File: src/rtl/red_nibble_unpacker.sv
// Streams the four nibbles of a 16-bit word, each sign- or zero-extended,
// together with a running partial sum that ends at the word's nibble reduction.
module red_nibble_unpacker #(
  parameter bit LSB_FIRST = 1'b1
) (
  input  logic        clk,
  input  logic        rst,
  input  logic        in_valid,
  output logic        in_ready,
  input  logic [15:0] in_word,
  input  logic        in_signed,
  output logic        out_valid,
  input  logic        out_ready,
  output logic [15:0] out_data,
  output logic [1:0]  out_idx,
  output logic        out_last,
  output logic [15:0] out_psum
);

  typedef enum logic {IDLE, EMIT} state_t;

  state_t      state_q, state_d;
  logic [15:0] word_q, word_d;
  logic        sgn_q, sgn_d;
  logic [1:0]  idx_q, idx_d;
  logic [15:0] acc_q, acc_d;

  logic [1:0]  sel;
  logic [3:0]  nib;
  logic [15:0] ext;

  // MSB-first order walks the nibbles downward: position 3-idx, i.e. ~idx.
  always_comb begin
    sel = LSB_FIRST ? idx_q : ~idx_q;
    case (sel)
      2'd0:    nib = word_q[3:0];
      2'd1:    nib = word_q[7:4];
      2'd2:    nib = word_q[11:8];
      default: nib = word_q[15:12];
    endcase
    ext = sgn_q ? {{12{nib[3]}}, nib} : {12'b0, nib};
  end

  always_comb begin
    state_d   = state_q;
    word_d    = word_q;
    sgn_d     = sgn_q;
    idx_d     = idx_q;
    acc_d     = acc_q;
    in_ready  = 1'b0;
    out_valid = 1'b0;
    out_data  = '0;
    out_idx   = '0;
    out_last  = 1'b0;
    out_psum  = '0;
    case (state_q)
      IDLE: begin
        in_ready = 1'b1;
        if (in_valid) begin
          word_d  = in_word;
          sgn_d   = in_signed;
          idx_d   = '0;
          acc_d   = '0;
          state_d = EMIT;
        end
      end
      EMIT: begin
        out_valid = 1'b1;
        out_data  = ext;
        out_idx   = idx_q;
        out_last  = (idx_q == 2'd3);
        // acc_q holds the sum of beats already handed off.
        out_psum  = acc_q + ext;
        if (out_ready) begin
          acc_d = acc_q + ext;
          if (idx_q == 2'd3) begin
            state_d = IDLE;
          end else begin
            idx_d = idx_q + 2'd1;
          end
        end
      end
      default: state_d = IDLE;
    endcase
  end

  always_ff @(posedge clk) begin
    if (rst) begin
      state_q <= IDLE;
      word_q  <= '0;
      sgn_q   <= 1'b0;
      idx_q   <= '0;
      acc_q   <= '0;
    end else begin
      state_q <= state_d;
      word_q  <= word_d;
      sgn_q   <= sgn_d;
      idx_q   <= idx_d;
      acc_q   <= acc_d;
    end
  end

endmodule

File: config.mk
export PLATFORM = sky130hd
export DESIGN_NAME = red_nibble_unpacker
export DESIGN_NICKNAME = d
export VERILOG_FILES = /design/src/rtl/red_nibble_unpacker.sv
export SDC_FILE = /design/constraint.sdc
export NUM_CORES = 1
export LEC_CHECK = 0
export ABC_CLOCK_PERIOD_IN_PS = 3500
export BUFFER_PORTS_ARGS = -buffer_cell sky130_fd_sc_hd__buf_2
export CAP_MARGIN = 20
export CORE_MARGIN = 2
export CORE_UTILIZATION = 45
export DETAILED_ROUTE_END_ITERATION = 10
export GPL_ROUTABILITY_DRIVEN = 0
export HOLD_SLACK_MARGIN = 0.08
export PLACE_DENSITY = 0.68
export SLEW_MARGIN = 25
export SYNTH_ARGS = -nofsm -noshare
export SYNTH_HDL_FRONTEND = slang
export SYNTH_SLANG_ARGS = --single-unit
File: constraint.sdc
create_clock -name clk -period 3.5 [get_ports clk]
set_clock_uncertainty 0.1 [all_clocks]
set_input_delay 0.35 -clock clk [delete_from_list [all_inputs] [get_ports clk]]
set_output_delay 0.35 -clock clk [all_outputs]
set_load 0.02 [all_outputs]
Yosys cells after proc, flatten, opt, wreduce, memory -nomap -nowiden. Index checks and enable logic that the tools add are counted.

$mul: 0. Shifts and indexed selects: 0. $add $sub $neg: 2. Divide/modulo/power cells: 0. Magnitude comparators: 0. Equal/unequal tests: 6. Bitwise logic cells: 1. Muxes and demuxes: 19. Reduce and logical (&&, ||, !) cells: 4.

Operator list (number): $mux W16 (5); $pmux W16 S2 (1); $add A16 B16 Y16 (1); $pmux W4 S3 (1); $mux W2 (4); $mux W1 (6); $ne A2 B2 Y1 const B (3); $eq A2 B2 Y1 const B (2); $pmux W2 S2 (1); $reduce_and A2 Y1 (2); $reduce_and A3 Y1 (1); $add A2 B1 Y2 const B (1); $eq A2 B1 Y1 const B (1); $logic_not A2 Y1 (1); $pmux W1 S2 (1); $not A1 Y1 (1).

Bits of input ports: 21. RAM bits: 0. Logic and storage cells: 37. ROM bits: 0. Latch bits: 0. Output and inout port bits: 37. Memories: 0. Register bits: 36.

Depth between registers and ports, before layout. Gate-level depths: netlist of the first run.

Depth in word-level cells: 6. Gate-level depth with buffers: 13. Mapped depth without buffers: 13.

Worst setup path after synthesis of the first run. Ideal clock, no wire load.

Path kind: register to output. From: register idx_q[0]. To: output out_psum[13]. Required time: 3050 ps. Slack: -37 ps. Arrival: 3087 ps. Cell stages (with the launch flop): 11. Path buffers: 0. Path through: dfxtp_1 -> inv_1 -> ha_1 -> a222oi_1 -> mux2i_1 -> ha_1 -> o21a_4 -> a21oi_4 -> a2111oi_0 -> a21oi_1 -> o311ai_0.

Word-level cells in the longest chain between the ends: 5. Elaborated cells between the ends (all ways): 7. Classes of those cells: 1 x add/sub; 2 x eq/ne; 3 x mux; 1 x reduce/logical.

RTL lines: from (decl) (RTL line 25) `logic [1:0] idx_q, idx_d;`; from (signal assigned) (RTL line 98) `idx_q <= idx_d;`; $eq A2 B2 Y1, or another cell as far along (RTL line 35) `case (sel)`; $pmux W4 S3 (*) (RTL line 35); $mux W16 (*) (RTL line 41) `ext = sgn_q ? {{12{nib[3]}}, nib} : {12'b0, nib};`; $add A16 B16 Y16 (*) (RTL line 73) `out_psum = acc_q + ext;`; $mux W16 (*) (RTL line 56) `case (state_q)`; to (decl) (RTL line 17) `output logic [15:0] out_psum`.

Mark *: on every way between the ends. The rest lies on a longest branch, timed or not.

Worst setup path after layout of the first run.
From: register idx_q[0]. To: output out_psum[15].

Same word-level chain as after synthesis.

==> metrics.txt, run 1 <==
status=finished with violations; failing checks=negative setup slack; Top delay family on crit path=simple AND/OR/NAND/NOR gates; Design Area, Final=3301 um^2; Worst R2R Path Depth=13; Syn Nets=377; mean post-synth cell area=7.653 um^2; Worst Hold Depth=3; Buf/Inv on CP=2; num rows=27; die width=80.49 um; Post-Syn Area=2633 um^2; Synth area leader=dfxtp_1; PortBufs=57; actual slew at the worst max-slew pin=0.8872 ns; CP Depth=12; CP Launch Type=flip-flop; Slew Viols, Final=0; Detailed Route WL=6917 um; aggregate global-route resource usage=0.2284; CTS clk-pin slew, worst paths=0.09 ns; final hold violations=0; clock tree from TritonCTS=built; Hold WC Path Type=input port to flip-flop; final-report setup violation count=8; CP max FO=4; Post-synth EDFFs=0; gr ovfl total=0; vias in the first global route=2518; Starting Density=0.4723; initial drt markers=199; wire per inst=14.75 um; post-synth top area share=0.2738; io pins=58; Crit. End Element=output port; PwrDens=294.7 nW/um^2; CP max stage cell=or4_4; Sink Count=36; Final Cycle Share=1.038; via total after detailed routing=2675; Hold Buf Count CTS=0; nets=429; hpwl dp=4856 um; Syn Inst Count=344; utilization after layout=0.5921; worst setup margin=-0.1337 ns; asr flop ratio synth=0; residual DRC count=0; Req. time, crit path=3.05 ns; later-pin clock latency in the skew report=0.30 ns; Synth area leaders=dfxtp_1 27%, nand2_1 7.1%, a21oi_1 5.7%; largest net degree at the start of global routing=42; dpl cell area=2934 um^2; Synth Flop Type=dfxtp_1; Seq cells post-synth=36; first-pass GRT wire length=11700 um; DR vias/cell=5.704; final worst path period need=3.634 ns; worst-path cell chain=buf_6 > ha_4 > a222oi_1 > mux2i_1 > ha_1 > a211o_2 > a21oi_4 > or4_4 > and3_4 > or3_4 > a21oi_2 > buf_6; Most common cell on crit path=buf_6; Root Driver=clkbuf_8; Leakage Power=1.395 nW; # diodes=0; CTS Buf Count=5; layout cell share with drive strength beyond 1=0.3275; RSZ-0062 raised after global routing=yes; crit path kind=flip-flop to output port; initial antenna violation count=0; MaxCap Viol Count=0; H-Tree Level Count=2; Worst EP arrival=3.18 ns; maximum clock rate=0.2752 GHz; Max Buffers Root-to-Sink=2; post-synthesis sequential area ratio=0.2738; Area Overhead vs Synth=25.38%; DIE HEIGHT=80.49 um; Setup TNS=-0.7951 ns; Antenna Nets Post-Route=0; Slew HR=0.4085; core box area=5574 um^2; Pre-Repair DR Iteration Count=4; distinct cell type count after synthesis=70; max incr delay on CP=0.41 ns; VDD IR max=0.0001996 V; die area=6478 um^2; warnings from Yosys=0; hold slack=0.1750 ns
## worst paths after layout
path | start | endpoint | slack, ns
worst min-delay path | in_word[0] | word_q[0] | 0.17
worst max register to register | idx_q[0] | acc_q[9] | 0.35
worst min register to register | word_q[13] | word_q[13] | 0.36
worst max-delay path | idx_q[0] | out_psum[15] | -0.13
## placed cells by master (no fill, tap or decap), types with 3 or more instances in the layout
cell type,Yosys,layout
and2_1,7,7
a311oi_1,4,4
clkbuf_8,0,5
o21ai_0,6,5
ha_1,11,6
xor2_1,4,4
nor4_1,5,5
nand4_1,3,3
nor2b_1,4,3
dfxtp_1,36,34
a21o_1,4,4
and3_1,4,4
nand3_1,9,9
buf_6,1,3
a222oi_1,3,3
inv_1,16,14
buf_4,12,25
nand2_1,50,50
o211ai_1,3,3
nor3_1,7,6
nor2_1,31,30
buf_2,4,52
xnor2_1,4,3
mux2i_1,9,9
a21oi_1,30,27
nand2b_1,3,3
a21oi_2,0,3
or3_1,4,3
ha_4,0,4
## through the flow
stage          worst slack [ns]  std cells  total power [mW]
6_report                -0.1337        469            0.9726
3_5_place_dp           -0.02671        453            0.5775
5_1_grt                 -0.3040        469             1.009
3_3_place_gp            0.02251        453            0.5744
2_1_floorplan           0.05255        344            0.5284
4_1_cts                 -0.1454        469            0.9733
## metal layers
layer  global-route usage  part of all wire
met5                    0                 0
met2               0.3758              0.47
met4              0.06441             0.012
met3              0.04831             0.056
met1               0.3008              0.46
## area by class of cell
type / instances / area, um^2
Fill cell: 498 / 2273
Multi-Input combinational cell: 256 / 1819
Sequential cell: 36 / 728.2
Timing Repair Buffer: 80 / 481.7
Tap cell: 72 / 90.09
Clock buffer: 5 / 68.82
Inverter: 17 / 66.31
Clock inverter: 3 / 46.29
## kinds of logic (layout without fill, tap and decap cells)
logic type,after synthesis,after routing,synth area share
xor gates and xnor gates,9,9,0.03517
AOI/OAI and AO/OA,85,85,0.2376
muxes,9,9,0.03422
DFF,36,36,0.2738
and+or+nand+nor,141,141,0.2628
buffers and inverters,52,105,0.09648
adders and majority gates,12,12,0.05989
## power by group
part	internal (mW)	total [mW]	switching, mW
clock	0.215	0.393	0.178
sequential	0.422	0.434	0.0118
combinational	0.0572	0.146	0.0884
total	0.694	0.973	0.278
## repair_timing
action / in CTS / in global routing
setup buffers: 8 / 0
pin swaps: 22 / 3
gates resized for setup: 39 / 8
endpoints found under the setup margin: 12 / 12
hold endpoints to repair: 0 / 0
## Yosys cell counts (4+ instances only)
cell type	number
nor2b_1	4
nor4_1	5
ha_1	11
a21oi_1	30
nand2_1	50
inv_1	16
nor3_1	7
xor2_1	4
xnor2_1	4
buf_4	12
a21o_1	4
or3_1	4
clkbuf_1	14
mux2i_1	9
and3_1	4
nand3_1	9
o21ai_0	6
dfxtp_1	36
a311oi_1	4
buf_2	4
nor2_1	31
and2_1	7
## worst register-to-register path, stage by stage, from the launching register on
cell,delay (ns)
dfxtp_4,0.37
buf_6,0.13
ha_4,0.16
a222oi_1,0.28
mux2i_1,0.17
ha_1,0.31
a211o_2,0.33
a21oi_4,0.20
buf_4,0.17
nand4_1,0.13
o22ai_2,0.24
buf_4,0.15
nor3b_1,0.04
a221o_1,0.27
## flip-flops by register name, summed over array words and instances (netlist names)
name and flops:
word_q 16, sgn_q 1, acc_q 16, idx_q 2, state_q 1
Power figures use the tool's default switching activity.
==> run 2, diff against run 1 <==
Settings changed: ABC_CLOCK_PERIOD_IN_PS 3500 to unset, CELL_PAD_IN_SITES_DETAIL_PLACEMENT set to 0, CELL_PAD_IN_SITES_GLOBAL_PLACEMENT set to 1, CORE_UTILIZATION 45 to 40, PLACE_DENSITY 0.68 to unset, PLACE_DENSITY_LB_ADDON set to 0.1.
==> run 2 against run 1 <==
  * The run still ends with negative setup slack left
  * Setup slack worse by 0.091 ns
  * Combinational power rose by 3%
  * Count of clock-buffer cells in the layout grew 2
  * Core utilization fell by 6.4 points
  * Wire length is 7.4% higher
  * Clock power is 16% lower
  * Fmax shrank 2.5%
  * Cell area grew 1.6%
  * Die area is 12% higher
  * Via count is 2.5% lower
  * Critical path type unchanged
  * Largest cell class unchanged
==> metrics.txt, run 2 (synthesis results as in run 1) <==
Req. time, crit path=3.05 ns; hpwl dp=5230 um; Hold WC Path Type=input port to flip-flop; DR vias/cell=5.445; PortBufs=57; max incr delay on CP=0.53 ns; pre-CTS WS=-0.05679 ns; Root Driver=clkbuf_8; DIE HEIGHT=85.13 um; CP max FO=5; Slew Viols, Final=0; # diodes=0; CTS clk-pin slew, worst paths=0.07 ns; Worst R2R Path Depth=13; final hold violations=0; Area Overhead vs Synth=27.42%; num rows=29; Max Buffers Root-to-Sink=2; first-pass GRT wire length=11990 um; Detailed Route WL=7432 um; Pre-Repair DR Iteration Count=4; Top Registers=acc_q (16), word_q (16), idx_q (2); multi-input logic area=1828 um^2; maximum clock rate=0.2685 GHz; via total after detailed routing=2608; nets=435; Final Cycle Share=1.064; gr ovfl total=0; CP startpoint=idx_q[1]; crit path kind=flip-flop to output port; RSZ-0062 raised after global routing=yes; layout cell share with drive strength beyond 1=0.3408; clock tree from TritonCTS=built; Slew HR=0.4479; vias in the first global route=2418; actual slew at the worst max-slew pin=0.8273 ns; failing checks=negative setup slack; fillcell total=622; die area=7246 um^2; CP Launch Type=flip-flop; initial antenna violation count=0; Buf/Inv on CP=2; Worst EP arrival=3.27 ns; MaxCap Viol Count=0; Sink Count=36; H-Tree Level Count=2; Critical R2R Launch=idx_q[1]; initial drt markers=115; Crit. End Element=output port; final-report setup violation count=12; Top delay family on crit path=simple AND/OR/NAND/NOR gates; CP endpoint=out_psum[15]; CTS Buf Count=5; Leakage Power=1.423 nW; wire per inst=15.52 um; later-pin clock latency in the skew report=0.29 ns; commonest cells after routing, fill and taps aside=50 x buf_2, 49 x nand2_1, 34 x dfxtp_1; Hold Buf Count CTS=0; status=finished with violations; io pins=58; commonest non-fill, non-tap cell in the layout=buf_2; VDD IR max=0.0001712 V; largest net degree at the start of global routing=42; core box area=6350 um^2; r2r setup slk=0.34 ns; FF+latch area=725.7 um^2; utilization after layout=0.5283; PwrDens=271.9 nW/um^2; capture point of the worst reg-to-reg path=acc_q[11]; Starting Density=0.4146; final worst path period need=3.725 ns; die width=85.13 um; worst-path cell chain=inv_4 > ha_4 > a222oi_1 > mux2i_1 > ha_1 > o21a_4 > a21oi_4 > or4_4 > and3_4 > or3_4 > a21oi_2 > buf_4; CP max stage cell=or4_4; residual DRC count=0; worst setup margin=-0.2250 ns; aggregate global-route resource usage=0.2053; CP Depth=12; Antenna Nets Post-Route=0
## run 2: cell count changes in the layout (fill, tap and decap cells not counted), moves of 2 or more
| cell | previous run | this run |
|---|---|---|
| buf_4 | 25 | 31 |
| buf_2 | 52 | 50 |
| clkbuf_8 | 5 | 7 |
| buf_6 | 3 | 5 |
## run 2: stage by stage
step	setup TNS (ns)	hold WS [ns]	instances	cell area, um^2	power, mW
2_1_floorplan	0	0.3345	344	2636	0.5284
3_3_place_gp	0	0.3467	459	2948	0.5800
3_5_place_dp	-0.2434	0.3510	459	2948	0.5828
4_1_cts	-1.230	0.1889	473	3249	0.9200
5_1_grt	-3.303	0.2017	479	3354	0.9561
6_report	-1.297	0.1935	479	3354	0.9121
## run 2: metal layers
layer | track usage | wire length, um
met4 | 0.05051 | 76
met2 | 0.3622 | 3828
met3 | 0.03016 | 245
met5 | 0 | 0
met1 | 0.2627 | 3281
## run 2: what timing repair did
action / CTS / global route
gates resized for setup: 41 / 12
setup endpoints to repair: 12 / 12
pin swaps: 16 / 12
setup buffers: 7 / 6
## run 2: how the worst min path moves through the flow
stage | start | endpoint | slack [ns] | cells after the start
CTS | in_word[4] | word_q[4] | 0.19 | 3
global placement | word_q[14] | word_q[14] | 0.35 | 2
finish | in_word[4] | word_q[4] | 0.19 | 3
global route | in_word[2] | word_q[2] | 0.20 | 3
detailed placement | word_q[12] | word_q[12] | 0.35 | 2
floorplan | acc_q[14] | acc_q[14] | 0.33 | 2
## run 2: tightest hold or removal path, delay by kind of cell
family	cells	cell delay, ns
compound gates	1	0.05
buf+inv	1	0.10
simple gates	1	0.04
## run 2: cell type report
class                   instances  area share
well taps                      77     0.02872
flip-flops and latches         36      0.2163
multi-input cells             256      0.5449
clock buffers                   7     0.02872
repair buffers                 86      0.1608
inverters                      17     0.02051
## run 2: power by group
group | leakage [nW] | switching, mW | total [mW] | internal, mW
combinational | 1.08 | 0.0933 | 0.150 | 0.0572
clock | 0.0503 | 0.154 | 0.330 | 0.176
sequential | 0.294 | 0.00922 | 0.432 | 0.423
total | 1.42 | 0.257 | 0.912 | 0.655
